===== config.mk =====
export PLATFORM = sky130hd
export DESIGN_NAME = alu_adder_arbiter_rv32i
export DESIGN_NICKNAME = d
export VERILOG_FILES = /design/src/rtl/alu_adder_arbiter_rv32i.sv
export SDC_FILE = /design/constraint.sdc
export NUM_CORES = 1
export LEC_CHECK = 0
export ABC_AREA = 1
export CORE_ASPECT_RATIO = 0.8
export CORE_MARGIN = 2
export CORE_UTILIZATION = 45
export CTS_CLUSTER_DIAMETER = 30
export CTS_CLUSTER_SIZE = 14
export DETAILED_ROUTE_END_ITERATION = 6
export PLACE_DENSITY = 0.72
export SYNTH_ARGS = -nofsm -noshare
export SYNTH_HDL_FRONTEND = slang
export SYNTH_SLANG_ARGS = --single-unit

===== constraint.sdc =====
create_clock -name clk -period 4.3 [get_ports clk]
set_input_delay 0.645 -clock clk [delete_from_list [all_inputs] [get_ports clk]]
set_output_delay 0.645 -clock clk [all_outputs]
set_load 0.02 [all_outputs]

===== src/rtl/alu_adder_arbiter_rv32i.sv =====
// alu_adder_arbiter_rv32i
//   Shares one 32-bit add/sub unit between two requesters. Round-robin
//   arbitration feeds a single operand register (stage A). Each adder result
//   lands in a per-port result buffer (stage B). Both sides use valid/ready.
//
// Ports
//   clk, rst_n                      clock, async active-low reset
//   req0_valid/ready/in1/in2/type   port 0 request channel (type: 0 add, 1 sub)
//   req1_valid/ready/in1/in2/type   port 1 request channel
//   rsp0_valid/ready/out            port 0 response channel (registered)
//   rsp1_valid/ready/out            port 1 response channel (registered)

module alu_adder_rv32i (
    input  logic [31:0] in1,
    input  logic [31:0] in2,
    input  logic        op_type,
    output logic [31:0] out
);
    // Plain modulo-2^32 arithmetic; no carry or overflow flags.
    assign out = op_type ? (in1 - in2) : (in1 + in2);
endmodule

module alu_adder_arbiter_rv32i (
    input  logic        clk,
    input  logic        rst_n,
    input  logic        req0_valid,
    output logic        req0_ready,
    input  logic [31:0] req0_in1,
    input  logic [31:0] req0_in2,
    input  logic        req0_type,
    input  logic        req1_valid,
    output logic        req1_ready,
    input  logic [31:0] req1_in1,
    input  logic [31:0] req1_in2,
    input  logic        req1_type,
    output logic        rsp0_valid,
    input  logic        rsp0_ready,
    output logic [31:0] rsp0_out,
    output logic        rsp1_valid,
    input  logic        rsp1_ready,
    output logic [31:0] rsp1_out
);
    logic        a_valid;
    logic        a_tag;
    logic        a_type;
    logic [31:0] a_in1;
    logic [31:0] a_in2;
    logic        b_valid0;
    logic        b_valid1;
    logic [31:0] buf0;
    logic [31:0] buf1;
    logic        last_grant;

    logic [31:0] sum;
    logic        a_move;
    logic        a_free;
    logic        acc0;
    logic        acc1;
    logic        wr0;
    logic        wr1;
    logic        tag_b_valid;
    logic        tag_rsp_ready;

    alu_adder_rv32i u_adder (
        .in1     (a_in1),
        .in2     (a_in2),
        .op_type (a_type),
        .out     (sum)
    );

    always_comb begin
        tag_b_valid   = a_tag ? b_valid1 : b_valid0;
        tag_rsp_ready = a_tag ? rsp1_ready : rsp0_ready;
        a_move        = a_valid & (~tag_b_valid | tag_rsp_ready);
        a_free        = ~a_valid | a_move;
        // Each ready is written without its own port's valid, so there is
        // no valid->ready loop. When the port is actually valid this equals
        // "grant == X": it wins if the other port is idle, or on a tie if it
        // was not the last one granted. rst_n forces ready low in reset.
        req0_ready    = rst_n & a_free & (~req1_valid | last_grant);
        req1_ready    = rst_n & a_free & (~req0_valid | ~last_grant);
        acc0          = req0_valid & req0_ready;
        acc1          = req1_valid & req1_ready;
        wr0           = a_move & ~a_tag;
        wr1           = a_move & a_tag;
    end

    always_ff @(posedge clk or negedge rst_n) begin
        if (!rst_n) begin
            a_valid    <= 1'b0;
            a_tag      <= 1'b0;
            a_type     <= 1'b0;
            a_in1      <= '0;
            a_in2      <= '0;
            last_grant <= 1'b1;
        end else begin
            if (acc0) begin
                a_valid    <= 1'b1;
                a_tag      <= 1'b0;
                a_type     <= req0_type;
                a_in1      <= req0_in1;
                a_in2      <= req0_in2;
                last_grant <= 1'b0;
            end else if (acc1) begin
                a_valid    <= 1'b1;
                a_tag      <= 1'b1;
                a_type     <= req1_type;
                a_in1      <= req1_in1;
                a_in2      <= req1_in2;
                last_grant <= 1'b1;
            end else if (a_move) begin
                a_valid    <= 1'b0;
            end
        end
    end

    // A write takes priority over a drain so that a drain and a write in the
    // same cycle leave the buffer full with the new result.
    always_ff @(posedge clk or negedge rst_n) begin
        if (!rst_n) begin
            b_valid0 <= 1'b0;
            buf0     <= '0;
        end else if (wr0) begin
            b_valid0 <= 1'b1;
            buf0     <= sum;
        end else if (b_valid0 & rsp0_ready) begin
            b_valid0 <= 1'b0;
        end
    end

    always_ff @(posedge clk or negedge rst_n) begin
        if (!rst_n) begin
            b_valid1 <= 1'b0;
            buf1     <= '0;
        end else if (wr1) begin
            b_valid1 <= 1'b1;
            buf1     <= sum;
        end else if (b_valid1 & rsp1_ready) begin
            b_valid1 <= 1'b0;
        end
    end

    assign rsp0_valid = b_valid0;
    assign rsp1_valid = b_valid1;
    assign rsp0_out   = buf0;
    assign rsp1_out   = buf1;
endmodule


* Yosys cells after proc, flatten, opt, wreduce, memory -nomap -nowiden
Cells that the tools add are included.
** Cells by class
- Equal/unequal tests :: 0
- Add/sub/neg operators :: 2
- Magnitude comparators :: 0
- Divide/modulo/power cells :: 0
- Reductions and logical operators :: 4
- Shifts and indexed selects :: 0
- Multiplexer cells :: 18
- Bitwise gates (word level) :: 20
- $mul :: 0
** Operator list (count)
- 2-to-1 mux 32 bit :: 5
- adder 32 bit :: 1
- subtractor 32 bit :: 1
- 2-to-1 mux 1 bit :: 13
- AND 1 bit :: 10
- inverter 1 bit :: 6
- nonzero test 2 bit :: 3
- OR 1 bit :: 4
- nonzero test 3 bit :: 1
** Storage, ports and cells
- Bits in read-only memories :: 0
- Output and inout bits :: 68
- Memories :: 0
- Word-level logic and storage cells :: 54
- Input bits :: 136
- Flip-flop bits (word level) :: 134
- Bits in latches :: 0
- Memory bits (writable) :: 0

* Logic depth before layout (Yosys ltp)
Gate-level depths: netlist of run 1.
- Depth in word-level cells :: 10
- Depth in mapped cells :: 21
- Depth with buffers taken out :: 21

* Cells and area by module
A second synthesis of run 1 with hierarchy kept.
** Unflattened totals
- Cell total of the unflattened synthesis :: 1519
- Area, all modules :: 9656.8 um^2
** Modules (own cells, without submodules)
- alu_adder_arbiter_rv32i :: times used 1, sequential area each 3354.5 um^2, cells an instance 818, area each 6246.0 um^2
- alu_adder_rv32i :: times used 1, sequential area each 0.0 um^2, cells an instance 701, area each 3410.8 um^2

* Worst setup path before layout of run 1
Ideal clock, no wire load.
- Kind :: flip-flop to flip-flop
- From :: register a_in2[0]
- To :: register buf1[29], in the netlist rsp1_out[29]
- Setup slack :: 1678 ps
- Path buffers :: 0
- Data arrival time :: 2504 ps
- Cell stages (with the launch flop) :: 19
- Clock period less this slack :: 2622 ps
- Required time :: 4183 ps
- Setup time :: 117 ps
- Path through :: dfrtp_1 inv_1 ha_1 nand4_1 nor2_1 nand2_1 nor2_1 nand3_1 nand2_1 xor2_1 ha_1 nand2_1 inv_1 a21oi_1 nand2_1 a21oi_1 nand3b_1 nand3_1 nand2_1
** Between the ends
- Longest elaborated chain between the ends :: 2
- Elaborated cells on any way between the ends :: 3
- Classes of those cells :: add/sub (2); mux (1)
** Ends and longest elaborated chain
- start: declaration :: RTL line 47 : logic [31:0] a_in2;
- start signal: assignment :: RTL line 102 : a_in2 <= req0_in2;
- start signal: assignment :: RTL line 109 : a_in2 <= req1_in2;
- adder 32 bit or subtractor 32 bit (tied branches) :: RTL line 20 : assign out = op_type ? (in1 - in2) : (in1 + in2);
- 2-to-1 mux 32 bit * :: RTL line 20
- end signal: assignment :: RTL line 137 : buf1 <= sum;
- end: declaration :: RTL line 51 : logic [31:0] buf1;
Mark *: on every way between the ends. The rest lies on a longest branch, timed or not.
A chain may end at the register's enable or synchronous reset.

* Worst setup path after layout of run 1
- From :: register a_in2[0]
- To :: register buf1[26], in the netlist rsp1_out[26]
The elaborated chain is that of the path after synthesis.

==> results of run 1 <==
-- flip-flops by register name, summed over array words and instances, names as in the netlist --
register	flops
a_in1	32
a_in2	32
a_tag	1
a_type	1
a_valid	1
last_grant	1
rsp0_out	32
rsp0_valid	1
rsp1_out	32
rsp1_valid	1
-- area by class of cell --
type	count	share of cell area, %
clock buffers	18	3.65
clock inverters	14	1.23
inverters	223	6.96
multi-input cells	1047	40.0
flip-flops and latches	134	27.9
well taps	264	2.75
repair buffers	212	17.5
-- through the flow --
| step | power, mW | hold slack [ns] | util (%) | instances |
|---|---|---|---|---|
| 6_report | 8.90 | 0.0415 | 60.2 | 1912 |
| 5_1_grt | 9.71 | 0.0342 | 60.2 | 1912 |
| 4_1_cts | 8.90 | 0.0365 | 60.2 | 1912 |
| 3_5_place_dp | 7.39 | 0.459 | 57.3 | 1880 |
| 3_3_place_gp | 7.29 | 0.454 | 57.3 | 1880 |
| 2_1_floorplan | 5.60 | 0.349 | - | 1448 |
-- kinds of logic after synthesis --
group / count (synthesis)
fa+ha+maj: 33
xor+xnor: 39
compound gates: 132
flops: 134
buf+inv: 267
simple gates: 843
-- per-layer routing --
layer	part of all wire (%)	vias up
met1	49	4117
li1	-	4780
met5	0	-
met2	42	303
met4	2.2	0
met3	6.5	46
-- cell usage in the layout, fill, tap and decap left out, drive strengths merged, types with 4 or more instances in the layout --
| cell | n |
|---|---|
| a21oi | 22 |
| buf | 10 |
| clkbuf | 18 |
| clkdlybuf4s50 | 202 |
| clkinv | 7 |
| dfrtp | 133 |
| ha | 32 |
| inv | 226 |
| nand2 | 576 |
| nand3 | 77 |
| nand3b | 8 |
| nand4 | 8 |
| nor2 | 157 |
| nor3 | 9 |
| o21ai | 107 |
| or2 | 4 |
| xnor2 | 16 |
| xor2 | 23 |
-- power breakdown --
part | internal, mW | switching (mW) | total [mW]
Sequential | 1.77 | 0.390 | 2.16
Combinational | 2.00 | 3.28 | 5.28
Clock | 0.872 | 0.598 | 1.47
-- path summary, 6_finish.rpt --
kind / cells after the start / slack, ns / startpoint / end
max: 19 / 1.03 / a_in2[0] / rsp1_out[26]
min: 1 / 0.04 / rst_n / rsp1_out[7]
max reg2reg: 19 / 1.03 / a_in2[0] / rsp1_out[26]
min reg2reg: 2 / 0.48 / rsp1_out[28] / rsp1_out[28]
max in group asynchronous: 2 / 3.21 / rst_n / a_in1[29]
min in group clk: 2 / 0.48 / rsp1_out[28] / rsp1_out[28]
==> flow_metrics.py, run 1 <==
metrics = {
    "timing": {
        "fmax_ghz": 0.305,
        "post-route-min-period_ns": 3.27,
        "rsz0062_at_grt": "false",
        "worst_slew_pin_slew_ns": 0.790,
        "relSlewSlack_pct": 47.3,
        "skew_ns": 0.0109,
        "fin_ws_ns": 1.03,
        "finalHoldViolCount": 0,
        "setup_tns_ns": 0,
        "post-route-period-util_pct": 76.2,
        "slew_violations": 0,
        "setup_violations": 0,
    },
    "die": {
        "dieArea_sq_mm": 0.0217,
        "ios": 204,
        "coreArea_sq_mm": 0.0200,
        "core.rowCount": 46,
        "initial_core_util_pct": 46.3,
        "die_x_microns": 164,
        "die_h_microns": 132,
    },
    "global_route": {
        "antenna_found_initial": 0,
        "grt.busiest_layer": "met2",
        "grt_util_all_layers_pct": 25.0,
        "use_met2_pct": 36.8,
        "overflow": 0,
        "grt_max_degree": 67,
        "grt_pass1_wl_microns": 43200,
        "met1_usage_pct": 36.7,
        "grt_pass1_vias": 8740,
        "grtUsageMet3_pct": 5.69,
    },
    "setup_path": {
        "cp_common_cell": "nand2_1",
        "crit_path_top_delay_cell": "dfrtp_1",
        "criticalPathCategory": "reg2reg",
        "worstPathRequired_ns": 4.62,
        "path_cells": "inv_1 -> ha_1 -> nand4_1 -> nor2_1 -> nand2_1 -> nor2_1 -> nand3_1 -> nand2_1 -> xor2_1 -> ha_1 -> nand2_1 -> nor2_1 -> inv_1 -> nor3_1 -> nand2_1 -> nand2_1 -> nand2_1 -> nand3_1 -> nand2_1",
        "setup.worst_path.end_class": "flip-flop",
        "cp.arrival_ns": 3.59,
        "cp-start-kind": "flip-flop",
        "crit_fanout": 5,
        "path_delay_family": "simple AND/OR/NAND/NOR gates",
        "crit_buf_inv": 2,
        "cpPeakStageDelay_ns": 0.41,
    },
    "synthesis": {
        "synth_fa_ha_area_share_pct": 4.55,
        "synth_edf_count": 0,
        "synth_common_cells": "nand2_1, inv_1, nor2_1",
        "synthCells": 1448,
        "post_synth_num_cell_types": 35,
        "yosys-top-cells-area": "dfrtp_1, nand2_1, inv_1",
        "synthSimpleGateAreaFrac_pct": 36.4,
        "synthFlopType": "dfrtp_1",
        "ys_warn_count": 0,
        "synth_top_area_share_pct": 36.0,
        "ys_seq_area_share_pct": 36.3,
        "yosys.area.top_type": "dfrtp_1",
        "synth-compound-area-share_pct": 7.27,
        "syn-num-nets": 1617,
        "synth_seq_cells": 134,
        "ys_async_sr_fraction_pct": 100,
        "synth.avg_cell_area_sq_um": 6.38,
        "synth_mux_area_share_pct": 0,
        "synth_top_family_by_area": "simple AND/OR/NAND/NOR gates",
        "yosysMostFrequentCell": "nand2_1",
        "synth_xor_area_share_pct": 3.70,
        "netlist_area_sq_mm": 0.00924,
    },
    "drt": {
        "drc": 0,
        "routed_wl_microns": 26100,
        "post_drt_wl_per_cell_microns": 13.6,
        "vias_per_cell": 4.84,
        "drt_iter0_markers": 727,
        "num_vias": 9246,
        "ant_nets": 0,
        "dr.pass1.iters": 5,
    },
    "finish": {
        "seqCellArea_sq_mm": 0.00335,
        "design_area_sq_mm": 0.0120,
        "fin_nets": 1804,
        "diodes": 0,
        "multi_input_area_sq_mm": 0.00481,
        "fillers": 1903,
        "drive_gt1_share_pct": 3.46,
        "synthToLayoutAreaGrowth_pct": 30.1,
    },
    "placed_design": {
        "io_buffers": 203,
        "place.gp.congestion": 0.901,
        "pre_cts_ws_ns": 0.776,
        "hpwl_microns": 20300,
        "dpl-instance-area_sq_mm": 0.0114,
    },
    "cts": {
        "cts_root_buffer": "clkbuf_16",
        "clock-sinks": 134,
        "clkTransAtPathRegs_ns": 0.06,
        "cts_hold_buf": 0,
        "htree_num_levels": 4,
        "cts_tree": "done",
        "cts_setup_buffers": 0,
        "ctsResizeCount": 0,
        "cts-buffers-inserted": 17,
        "insertion_delay_ns": 0.43,
        "cts_buffer_depth": 2,
    },
    "pwr": {
        "power_density_mw_per_mm2": 741,
        "irDropWorstVdd_uv": 437,
        "p_leak_nw": 6.44,
    },
    "flow_run": {
        "maxCapViolCount": 0,
    },
    "min_path": {
        "worstHoldPathType": "in2async",
    },
    "outcome": {
        "status": "completed",
    },
}
Note: power is estimated with default switching activity, not from simulation.
==> run 2, diff against run 1 <==
--- a/config.mk
+++ b/config.mk
@@ -12,7 +12,7 @@
 export CTS_CLUSTER_DIAMETER = 30
 export CTS_CLUSTER_SIZE = 14
 export DETAILED_ROUTE_END_ITERATION = 6
-export PLACE_DENSITY = 0.72
+export PLACE_DENSITY = 0.75
 export SYNTH_ARGS = -nofsm -noshare
 export SYNTH_HDL_FRONTEND = slang
 export SYNTH_SLANG_ARGS = --single-unit
==> constraint.sdc (replaced) <==
create_clock -name clk -period 2.83 [get_ports clk]
set_input_delay 0.4245 -clock clk [delete_from_list [all_inputs] [get_ports clk]]
set_output_delay 0.4245 -clock clk [all_outputs]
set_load 0.02 [all_outputs]
==> run 2 against run 1 <==
Effect of this change: clock skew up 0.00053 ns; the run now ends with setup timing left; cell count up 6.1%; clock power up 50%; register-to-register slack worse by 1.1 ns; worst setup slack worse by 1.1 ns; global-route usage up 0.78 points.
==> flow_metrics.py, run 2 (synthesized netlist as in run 1, its figures left out) <==
metrics = {
    "placed_design": {
        "hpwl_microns": 21500,
        "io_buffers": 203,
        "pre_cts_ws_ns": -0.237,
        "place.gp.congestion": 0.918,
        "placedCellCount": 1977,
    },
    "finish": {
        "fillers": 1587,
        "layout.cells.non_filler": 2029,
        "fin_nets": 1922,
        "drive_gt1_share_pct": 21.0,
        "final_common_cell": "nand2_1",
        "synthToLayoutAreaGrowth_pct": 50.9,
        "utilization_pct": 69.8,
        "diodes": 0,
        "final_cell_mix": "nand2_1, inv_1, clkdlybuf4s50_1",
    },
    "cts": {
        "cts_root_buffer": "clkbuf_16",
        "cts_tree": "done",
        "cts-buffers-inserted": 17,
        "htree_num_levels": 4,
        "insertion_delay_ns": 0.43,
        "clkTransAtPathRegs_ns": 0.06,
        "cts_buffer_depth": 2,
        "clock-sinks": 134,
        "cts_hold_buf": 0,
    },
    "global_route": {
        "antenna_found_initial": 0,
        "grt_pass1_wl_microns": 44900,
        "grt_util_all_layers_pct": 25.8,
        "overflow": 0,
        "grt_max_degree": 135,
        "grt_pass1_vias": 9171,
    },
    "timing": {
        "finalHoldViolCount": 0,
        "worst_slew_pin_slew_ns": 0.731,
        "fmax_ghz": 0.346,
        "rsz0062_at_grt": "true",
        "relSlewSlack_pct": 51.2,
        "slew_violations": 0,
        "post-route-period-util_pct": 102,
        "setup_tns_ns": -0.965,
        "skew_ns": 0.0114,
        "fin_ws_ns": -0.0638,
        "post-route-min-period_ns": 2.89,
        "setup_violations": 24,
        "hold_slack_ns": 0.130,
    },
    "drt": {
        "vias_per_cell": 4.93,
        "drc": 0,
        "ant_nets": 0,
        "routed_wl_microns": 29300,
        "post_drt_wl_per_cell_microns": 14.4,
        "drt_iter0_markers": 859,
        "dr.pass1.iters": 6,
        "num_vias": 10012,
    },
    "die": {
        "coreArea_sq_mm": 0.0200,
        "dieArea_sq_mm": 0.0217,
        "initial_core_util_pct": 46.3,
        "die_h_microns": 132,
        "ios": 204,
        "die_x_microns": 164,
        "core.rowCount": 46,
    },
    "pwr": {
        "irDropWorstVdd_uv": 718,
        "power_density_mw_per_mm2": 1230,
        "p_leak_nw": 7.16,
    },
    "setup_path": {
        "crit_path_top_delay_cell": "dfrtp_1",
        "path_cells": "inv_2 -> ha_4 -> nand4_1 -> nor2_2 -> nand2_4 -> nor2_4 -> nand3_2 -> nand2_1 -> xor2_1 -> ha_2 -> nand2_2 -> inv_1 -> nand2_1 -> nand2_1 -> nand2_1 -> nand2_1 -> buf_4 -> inv_1 -> nand3b_1 -> nand3_1 -> nand2_1",
        "crit_buf_inv": 4,
        "cpPeakStageDelay_ns": 0.39,
        "cp_common_cell": "nand2_1",
        "cp-start-kind": "flip-flop",
        "cp.arrival_ns": 3.22,
        "path_delay_family": "simple AND/OR/NAND/NOR gates",
        "setup.worst_path.end_class": "flip-flop",
        "worstPathRequired_ns": 3.15,
        "criticalPathCategory": "reg2reg",
        "crit_fanout": 5,
    },
    "min_path": {
        "worstHoldPathType": "in2async",
    },
    "outcome": {
        "failed_checks": "setup timing",
        "status": "finished with violations",
    },
    "flow_run": {
        "maxCapViolCount": 0,
    },
}
-- run 2: cell types whose count changed in the layout (fill, tap and decap cells not counted), moves of 13 or more --
cell,change
nand3_1,-19
nor2_1,-41
nor2_4,+14
buf_4,+104
inv_1,-15
ha_4,+16
nand2_2,+60
nand3_2,+18
nand2_1,-72
nor2_2,+27
a21oi_1,-13
ha_1,-22
-- run 2: path summary, 6_finish.rpt --
path / startpoint / to / slack, ns / cells past startpoint
min in group clk: rsp0_out[2] / rsp0_out[2] / 0.47 / 2
setup / recovery: a_in2[0] / rsp1_out[22] / -0.06 / 21
hold reg to reg: rsp0_out[2] / rsp0_out[2] / 0.47 / 2
setup reg to reg: a_in2[0] / rsp1_out[22] / -0.06 / 21
hold / removal: rst_n / rsp0_out[14] / 0.13 / 2
max in group asynchronous: rst_n / a_in2[11] / 2.13 / 2
-- run 2: layout make-up --
cell class              count  area, sq um  area share (%)
repair buffers            330         3090            22.2
flip-flops and latches    134         3360            24.1
multi-input cells        1047         5730            41.1
inverters                 223          845            6.06
clock buffers              18          439            3.15
well taps                 264          330            2.37
clock inverters            13          146            1.05
-- run 2: stage by stage --
stage | instance area [sq um] | power (mW)
2_1_floorplan | 9240 | 8.51
3_5_place_dp | 12200 | 12.3
6_report | 13900 | 17.2
3_3_place_gp | 12200 | 12.1
5_1_grt | 13900 | 18.3
4_1_cts | 13100 | 15.1
-- run 2: worst register-to-register path, stage by stage, from the launching register on --
cell,delay (ns)
dfrtp_1,0.39
inv_2,0.09
ha_4,0.14
nand4_1,0.15
nor2_2,0.20
nand2_4,0.11
nor2_4,0.15
nand3_2,0.07
nand2_1,0.07
xor2_1,0.15
ha_2,0.34
nand2_2,0.13
inv_1,0.05
nand2_1,0.06
nand2_1,0.06
nand2_1,0.06
nand2_1,0.09
buf_4,0.14
inv_1,0.06
nand3b_1,0.10
nand3_1,0.12
nand2_1,0.06
-- run 2: where the power goes --
| part | switching, mW | internal, mW |
|---|---|---|
| Sequential | 0.621 | 2.69 |
| Combinational | 6.56 | 5.10 |
| Clock | 0.872 | 1.32 |
-- run 2: repair_timing --
action / in CTS / in global routing
gates resized for setup: 75 / 188
buffers inserted: 7 / 15
setup endpoints to repair: 35 / 48
pin swaps: 32 / 81
-- run 2: metal layers --
metal | share of wire [%] | track usage (%) | vias to the layer above
li1 | - | - | 5026
met1 | 47 | 37.4 | 4543
met2 | 45 | 39.7 | 390
met3 | 6.6 | 4.40 | 53
met4 | 2.0 | 7.16 | 0
met5 | 0 | 0 | -
